[src/rtl/ahb_tx_slave_p.sv]
// AHB-Lite slave front end for a TX byte buffer: software writes bytes through
// the data window, a serialiser feeds them to the buffer one byte per cycle.
module ahb_tx_slave_p #(
    parameter int BUF_DEPTH = 64,
    parameter int OCC_W     = 7
) (
    input  logic             clk,
    input  logic             n_rst,
    input  logic             hsel,
    input  logic [3:0]       haddr,
    input  logic [1:0]       htrans,
    input  logic [2:0]       hsize,
    input  logic             hwrite,
    input  logic [31:0]      hwdata,
    output logic [31:0]      hrdata,
    output logic             hready,
    output logic             hresp,
    input  logic [OCC_W-1:0] buffer_occupancy,
    input  logic             tx_transfer_active,
    input  logic             tx_error,
    output logic             store_tx_data,
    output logic [7:0]       tx_data,
    output logic             clear,
    output logic [2:0]       tx_packet,
    output logic             dmode
);

    typedef enum logic {
        SER_IDLE,
        SER_SEND
    } ser_state_t;

    localparam logic [OCC_W-1:0] DEPTH_LIMIT = OCC_W'(BUF_DEPTH);

    ser_state_t  ser_state;
    ser_state_t  ser_next;
    logic [31:0] ser_shift;
    logic [2:0]  ser_count;

    logic        dp_valid;
    logic        dp_err;
    logic        err_second;
    logic        dp_write;
    logic [3:0]  dp_addr;
    logic [2:0]  dp_size;

    logic [2:0]  pkt_reg;
    logic        flush_reg;
    logic        err_reg;
    logic        active_q;

    logic        space_avail;
    logic        store_fire;
    logic        last_store;
    logic        dp_legal;
    logic        stall;
    logic        accept;
    logic        complete;
    logic        wr_commit;
    logic        wr_tx;
    logic        wr_pkt;
    logic        wr_flush;
    logic        rd_err;
    logic [3:0]  lane_en;
    logic [31:0] occ_ext;
    logic [7:0]  reg_bytes [16];

    function automatic logic is_illegal(input logic [3:0] a, input logic [2:0] s,
                                        input logic w);
        logic bad;
        bad = 1'b0;
        if (a inside {4'd9, 4'd10, 4'd11, 4'd14, 4'd15}) bad = 1'b1;
        if (w && (a >= 4'd4) && (a <= 4'd8)) bad = 1'b1;
        if (s > 3'd2) bad = 1'b1;
        if ((s == 3'd1) && a[0]) bad = 1'b1;
        if ((s == 3'd2) && (a[1:0] != 2'b00)) bad = 1'b1;
        if (w && ((a == 4'd12) || (a == 4'd13)) && (s != 3'd0)) bad = 1'b1;
        return bad;
    endfunction

    assign space_avail = (buffer_occupancy < DEPTH_LIMIT);
    assign store_fire  = (ser_state == SER_SEND) && space_avail;
    assign last_store  = store_fire && (ser_count == 3'd1);
    assign dp_legal    = dp_valid && !dp_err;

    // A data-window access waits only while the serialiser still has bytes left
    // after this cycle, so a back-to-back write loads in the cycle it drains.
    assign stall = dp_legal && (dp_addr[3:2] == 2'b00) &&
                   (ser_state == SER_SEND) && !last_store;

    always_comb begin
        hready = 1'b1;
        hresp  = 1'b0;
        if (dp_valid && dp_err) begin
            hresp  = 1'b1;
            hready = err_second;
        end else if (stall) begin
            hready = 1'b0;
        end
    end

    assign accept    = hsel && htrans[1] && hready;
    assign complete  = dp_legal && hready;
    assign wr_commit = complete && dp_write;
    assign wr_tx     = wr_commit && (dp_addr[3:2] == 2'b00);
    assign wr_pkt    = wr_commit && (dp_addr == 4'd12);
    assign wr_flush  = wr_commit && (dp_addr == 4'd13);

    always_comb begin
        case (dp_size)
            3'd0:    lane_en = 4'b0001 << dp_addr[1:0];
            3'd1:    lane_en = dp_addr[1] ? 4'b1100 : 4'b0011;
            default: lane_en = 4'b1111;
        endcase
    end

    assign rd_err = complete && !dp_write && (dp_addr[3:2] == 2'b01) &&
                    (lane_en[2] || lane_en[3]);

    assign occ_ext = 32'(buffer_occupancy);

    always_comb begin
        for (int i = 0; i < 16; i++) begin
            reg_bytes[i] = 8'h00;
        end
        reg_bytes[4]  = {7'b0, (ser_state == SER_SEND)};
        reg_bytes[5]  = {6'b0, tx_transfer_active, 1'b0};
        reg_bytes[6]  = {7'b0, err_reg};
        reg_bytes[8]  = occ_ext[7:0];
        reg_bytes[12] = {5'b0, pkt_reg};
        reg_bytes[13] = {7'b0, flush_reg};
    end

    always_comb begin
        hrdata = 32'h0;
        if (dp_legal && !dp_write) begin
            for (int i = 0; i < 4; i++) begin
                if (lane_en[i]) begin
                    hrdata[8*i +: 8] = reg_bytes[{dp_addr[3:2], 2'(i)}];
                end
            end
        end
    end

    // Address/data phase pipeline; an illegal transfer spends one extra cycle
    // with hready low before its second ERROR cycle.
    always_ff @(posedge clk or negedge n_rst) begin
        if (!n_rst) begin
            dp_valid   <= 1'b0;
            dp_err     <= 1'b0;
            err_second <= 1'b0;
            dp_write   <= 1'b0;
            dp_addr    <= 4'd0;
            dp_size    <= 3'd0;
        end else if (hready) begin
            err_second <= 1'b0;
            if (accept) begin
                dp_valid <= 1'b1;
                dp_err   <= is_illegal(haddr, hsize, hwrite);
                dp_write <= hwrite;
                dp_addr  <= haddr;
                dp_size  <= hsize;
            end else begin
                dp_valid <= 1'b0;
                dp_err   <= 1'b0;
            end
        end else if (dp_valid && dp_err) begin
            err_second <= 1'b1;
        end
    end

    always_ff @(posedge clk or negedge n_rst) begin
        if (!n_rst) begin
            ser_state <= SER_IDLE;
        end else begin
            ser_state <= ser_next;
        end
    end

    always_comb begin
        ser_next      = ser_state;
        store_tx_data = 1'b0;
        tx_data       = 8'h00;
        case (ser_state)
            SER_IDLE: begin
                if (wr_tx) ser_next = SER_SEND;
            end
            SER_SEND: begin
                store_tx_data = store_fire;
                tx_data       = ser_shift[7:0];
                if (wr_tx) begin
                    ser_next = SER_SEND;
                end else if (last_store) begin
                    ser_next = SER_IDLE;
                end
            end
            default: ser_next = SER_IDLE;
        endcase
    end

    // Captured lanes are shifted down so the lowest addressed byte leaves first.
    always_ff @(posedge clk or negedge n_rst) begin
        if (!n_rst) begin
            ser_shift <= 32'h0;
            ser_count <= 3'd0;
        end else if (wr_tx) begin
            ser_shift <= hwdata >> {dp_addr[1:0], 3'b000};
            case (dp_size)
                3'd0:    ser_count <= 3'd1;
                3'd1:    ser_count <= 3'd2;
                default: ser_count <= 3'd4;
            endcase
        end else if (store_fire) begin
            ser_shift <= ser_shift >> 8;
            ser_count <= ser_count - 3'd1;
        end
    end

    always_ff @(posedge clk or negedge n_rst) begin
        if (!n_rst) begin
            pkt_reg   <= 3'd0;
            flush_reg <= 1'b0;
            err_reg   <= 1'b0;
            active_q  <= 1'b0;
        end else begin
            active_q <= tx_transfer_active;

            if (wr_pkt) begin
                pkt_reg <= hwdata[2:0];
            end else if (active_q && !tx_transfer_active) begin
                pkt_reg <= 3'd0;
            end

            if (wr_flush) begin
                flush_reg <= hwdata[8];
            end else if (buffer_occupancy == '0) begin
                flush_reg <= 1'b0;
            end

            if (tx_error) begin
                err_reg <= 1'b1;
            end else if (rd_err) begin
                err_reg <= 1'b0;
            end
        end
    end

    assign clear     = flush_reg;
    assign tx_packet = pkt_reg;
    assign dmode     = tx_transfer_active;

endmodule

[config.mk]
export PLATFORM = sky130hd
export DESIGN_NAME = ahb_tx_slave_p
export DESIGN_NICKNAME = d
export VERILOG_FILES = /design/src/rtl/ahb_tx_slave_p.sv
export SDC_FILE = /design/constraint.sdc
export NUM_CORES = 1
export LEC_CHECK = 0
export BUFFER_PORTS_ARGS = -buffer_cell sky130_fd_sc_hd__buf_2
export CAP_MARGIN = 20
export CORE_ASPECT_RATIO = 1.2
export CORE_UTILIZATION = 46
export CTS_CLUSTER_SIZE = 10
export DETAILED_ROUTE_END_ITERATION = 7
export HOLD_SLACK_MARGIN = 0.05
export PLACE_DENSITY_LB_ADDON = 0.3
export SYNTH_ARGS = -nofsm -noshare
export SYNTH_HDL_FRONTEND = slang
export SYNTH_SLANG_ARGS = --single-unit
[constraint.sdc]
create_clock -name clk -period 2.45 [get_ports clk]
set_input_delay 0.1225 -clock clk [delete_from_list [all_inputs] [get_ports clk]]
set_output_delay 0.1225 -clock clk [all_outputs]
set_load 0.02 [all_outputs]
==> results.md <==
* First-pass DRT Iterations at 5
* Top register by number of flip-flops: ser_shift
* Initial antenna violation count at 0
* Total wire length after detailed routing at 8.02 mm
* Non-filler cells, final at 522
* Worst vdd ir at 448 uV
* Library cells used by synthesis at 47
* Setup repair after global routing missed its margin: false
* Utilization after layout at 55.3%
* Portion of synthesized cell area occupied by the leading cell type at about 41%
* Synthesis-stage register bit count at between 50 and 60
* Number of placed instances with taps included at 511
* Antenna cell count at 0
* Std-Cell Core Area at 6850 sq um
* Cell count after synthesis at around 360
* Capture endpoint of the worst hold path: dp_addr[2]$_DFFE_PN0P_
* Post-synthesis xor/xnor area fraction at 0.536%
* Longest Clk Path Bufs at 2
* CTS Root Buffer Type: clkbuf_8
* Clock Pin Slew Worst Setup and Hold Paths at 0.09 ns
* Quantity of hold-fixing buffers added after cts at 5
* Post-synth EDFFs at 0
* Global router's overall resource usage at 22.7%
* Most instantiated cells after synthesis: dfrtp_1 (53), nand2_1 (49), mux2i_1 (39)
* HP Class: in2reg
* NumNets Final at between 400 and 500
* Fraction of synthesized area in multiplexers at 15.4%
* TritonCTS Buffers at 5
* Post-synthesis simple-gate area fraction at 18.5%
* Post-detailed-route wirelength per cell at about 15 um
* Clock tree from TritonCTS: done
* Static leakage power at 1.86 nW
* Setup violators final at 0
* Min-Delay Path Depth at 2
* Fmax at 0.433 GHz
* Total negative slack for setup checks at 0 ns
* Post-cts sizing count at 0
* Reg2reg setup slack at 0.19 ns
* Cell type with the largest total area after synthesis: dfrtp_1
* Dominant combinational cell family by area after synthesis: simple AND/OR/NAND/NOR gates
* Final Hold Fails at 0
* Peak fanout along the critical path at 5
* Most used standard cell by instance count after synthesis: dfrtp_1
* Initial Util at 47.7%
* Syn Area/Cell at 9.05 sq um
* Time the final worst path needs with I/O delays and setup at 2.31 ns
* Fraction of the yosys area taken by sequential cells at 40.6%
* H-tree levels at 2
* Detailed Route Iter0 Violations at 155
* Via count of the first global-routing pass at 2689
* Data arrival time of the critical path at 2.19 ns
* Clock Sink Count at 53
* Period utilisation layout at 94.3%
* Worst slew margin relative to its limit at 53.3%
* Type of element capturing the critical path: primary output
* Post-route worst hold slack at approximately 0.064 ns
* Warnings, synthesis at 0
* GRT Residual Overflow at 0
* Post-CTS Setup Inserts at 0
* Clock insertion delay at the later pin of the skew report at ~0.31 ns
* Wire length of the first global-routing pass at 13.0 mm
* Ys flop type: dfrtp_1
* Run status: completed
* Std-Cell Rows at 33
* Kind of start point of the critical path: flop
* Slew Viols, Final at 0
* Full die area at 7440 sq um
* Worst-case clock skew at between 0.007 and 0.008 ns
* Share of layout cells above drive strength 1 at between 20% and 30%
* Synthesized-area fraction occupied by ao, oa, aoi and oai cells at 14.5%
* Worst slew pin tran at 0.700 ns
* Depth of the worst register-to-register path at 7
* Drc violations at 0
* Maximum number of pins on one net before global-route repair at 54
* Vias per cell at around 5.3
* Start of the worst register-to-register path: ser_count[1]$_DFFE_PN0P_
* Max Cap Viol at 0
* HPWL Detailed at between 5 and 6 mm
* R2r endpoint: ser_shift[22]$_DFFE_PN0P_
* Post-Synth Adder-Cell Area at less than 1%
* Die boundary height at 94.3 um
* Die width at approximately 79 um
* Total power after layout at 3.10 mW
* Type of the worst setup path: reg2out
* I/O Buffers at 78
* Power density relative to cell area at 817 nW/um^2
* Synthesized area at 3270 sq um
* Worst hold path startpoint: haddr[2]
* Relative area change from synthesis to final layout at 16.0%
* Max FFs per register at 32
* Critical Path RT at 2.33 ns
* Share of synthesized flip-flops with an asynchronous set or reset at 100%
* Antenna Nets Post-Route at 0
* Top cells by area, synth: dfrtp_1 (41%), mux2i_1 (12%), nand2_1 (5.6%)
* Number of I/O pins at 102
* Largest registers: ser_shift x32, dp_addr x4
* Total number of vias at 2784
* Placer's final routability congestion estimate at 0.796
==> cells by family (layout without fill, tap and decap cells) <==
kind of cell / after synthesis / in the layout
multiplexers: 49 / 49
buffers and inverters: 56 / 109
AO/OA/AOI/OAI: 75 / 75
AND/OR/NAND/NOR: 123 / 123
flip-flops: 53 / 53
other: 1 / 22
XOR/XNOR: 2 / 2
adder cells (fa/ha/maj): 2 / 2
==> cells in the final DEF (no fill, tap or decap), types with 10 or more instances in the layout <==
master / Yosys / final
nor2_1: 17 / 17
a211oi_1: 10 / 10
mux2i_1: 39 / 39
nand2_1: 49 / 49
and2_1: 13 / 13
buf_2: 6 / 78
conb_1: 1 / 22
mux2_2: 10 / 10
o21ai_0: 34 / 34
inv_1: 10 / 10
dfrtp_1: 53 / 53
==> power breakdown <==
| group | internal [mW] | leakage [nW] | switching (mW) |
|---|---|---|---|
| clock network | 0.189 | 0.0399 | 0.287 |
| registers | 1.16 | 0.688 | 0.260 |
| logic | 0.515 | 1.14 | 0.686 |
==> metrics by stage <==
stage | setup slack, ns | area, sq um
floorplan | 0.402 | 3350
global placement | 0.291 | 3670
finish | 0.139 | 3790
global route | 0.0446 | 3790
detailed placement | 0.219 | 3670
CTS | 0.127 | 3790
==> worst max path at each step <==
stage | from | end | cells after the start
floorplan | dp_write$_DFFE_PN0P_ | hrdata[16] | 3
global placement | ser_count[1]$_DFFE_PN0P_ | ser_shift[22]$_DFFE_PN0P_ | 7
detailed placement | ser_count[1]$_DFFE_PN0P_ | ser_shift[22]$_DFFE_PN0P_ | 7
CTS | dp_err$_DFFE_PN0P_ | hrdata[16] | 4
global route | dp_err$_DFFE_PN0P_ | hrdata[16] | 4
finish | dp_err$_DFFE_PN0P_ | hrdata[16] | 4
==> final cells by class <==
cell class                 instances  area (sq um)
fill                             665          3060
multi-input combinational        273          1720
sequential                        53          1330
timing repair buffer              92           520
tap                               87           109
clock buffer                       5          68.8
inverter                          11          41.3
clock inverter                     1          5.00
==> routing by layer <==
layer / global-route usage (%) / routed length [um]
met3: 3.30 / 323
met2: 40.4 / 4010
met5: 0 / 0
met4: 4.85 / 61
met1: 29.1 / 3620
==> worst max-delay path, stage by stage, from the launching register on <==
cell and delay, ns:
dfrtp_1 0.43, or3b_2 0.52, or3b_2 0.51, a211oi_1 0.23, buf_2 0.20
Power figures use the tool's default switching activity.
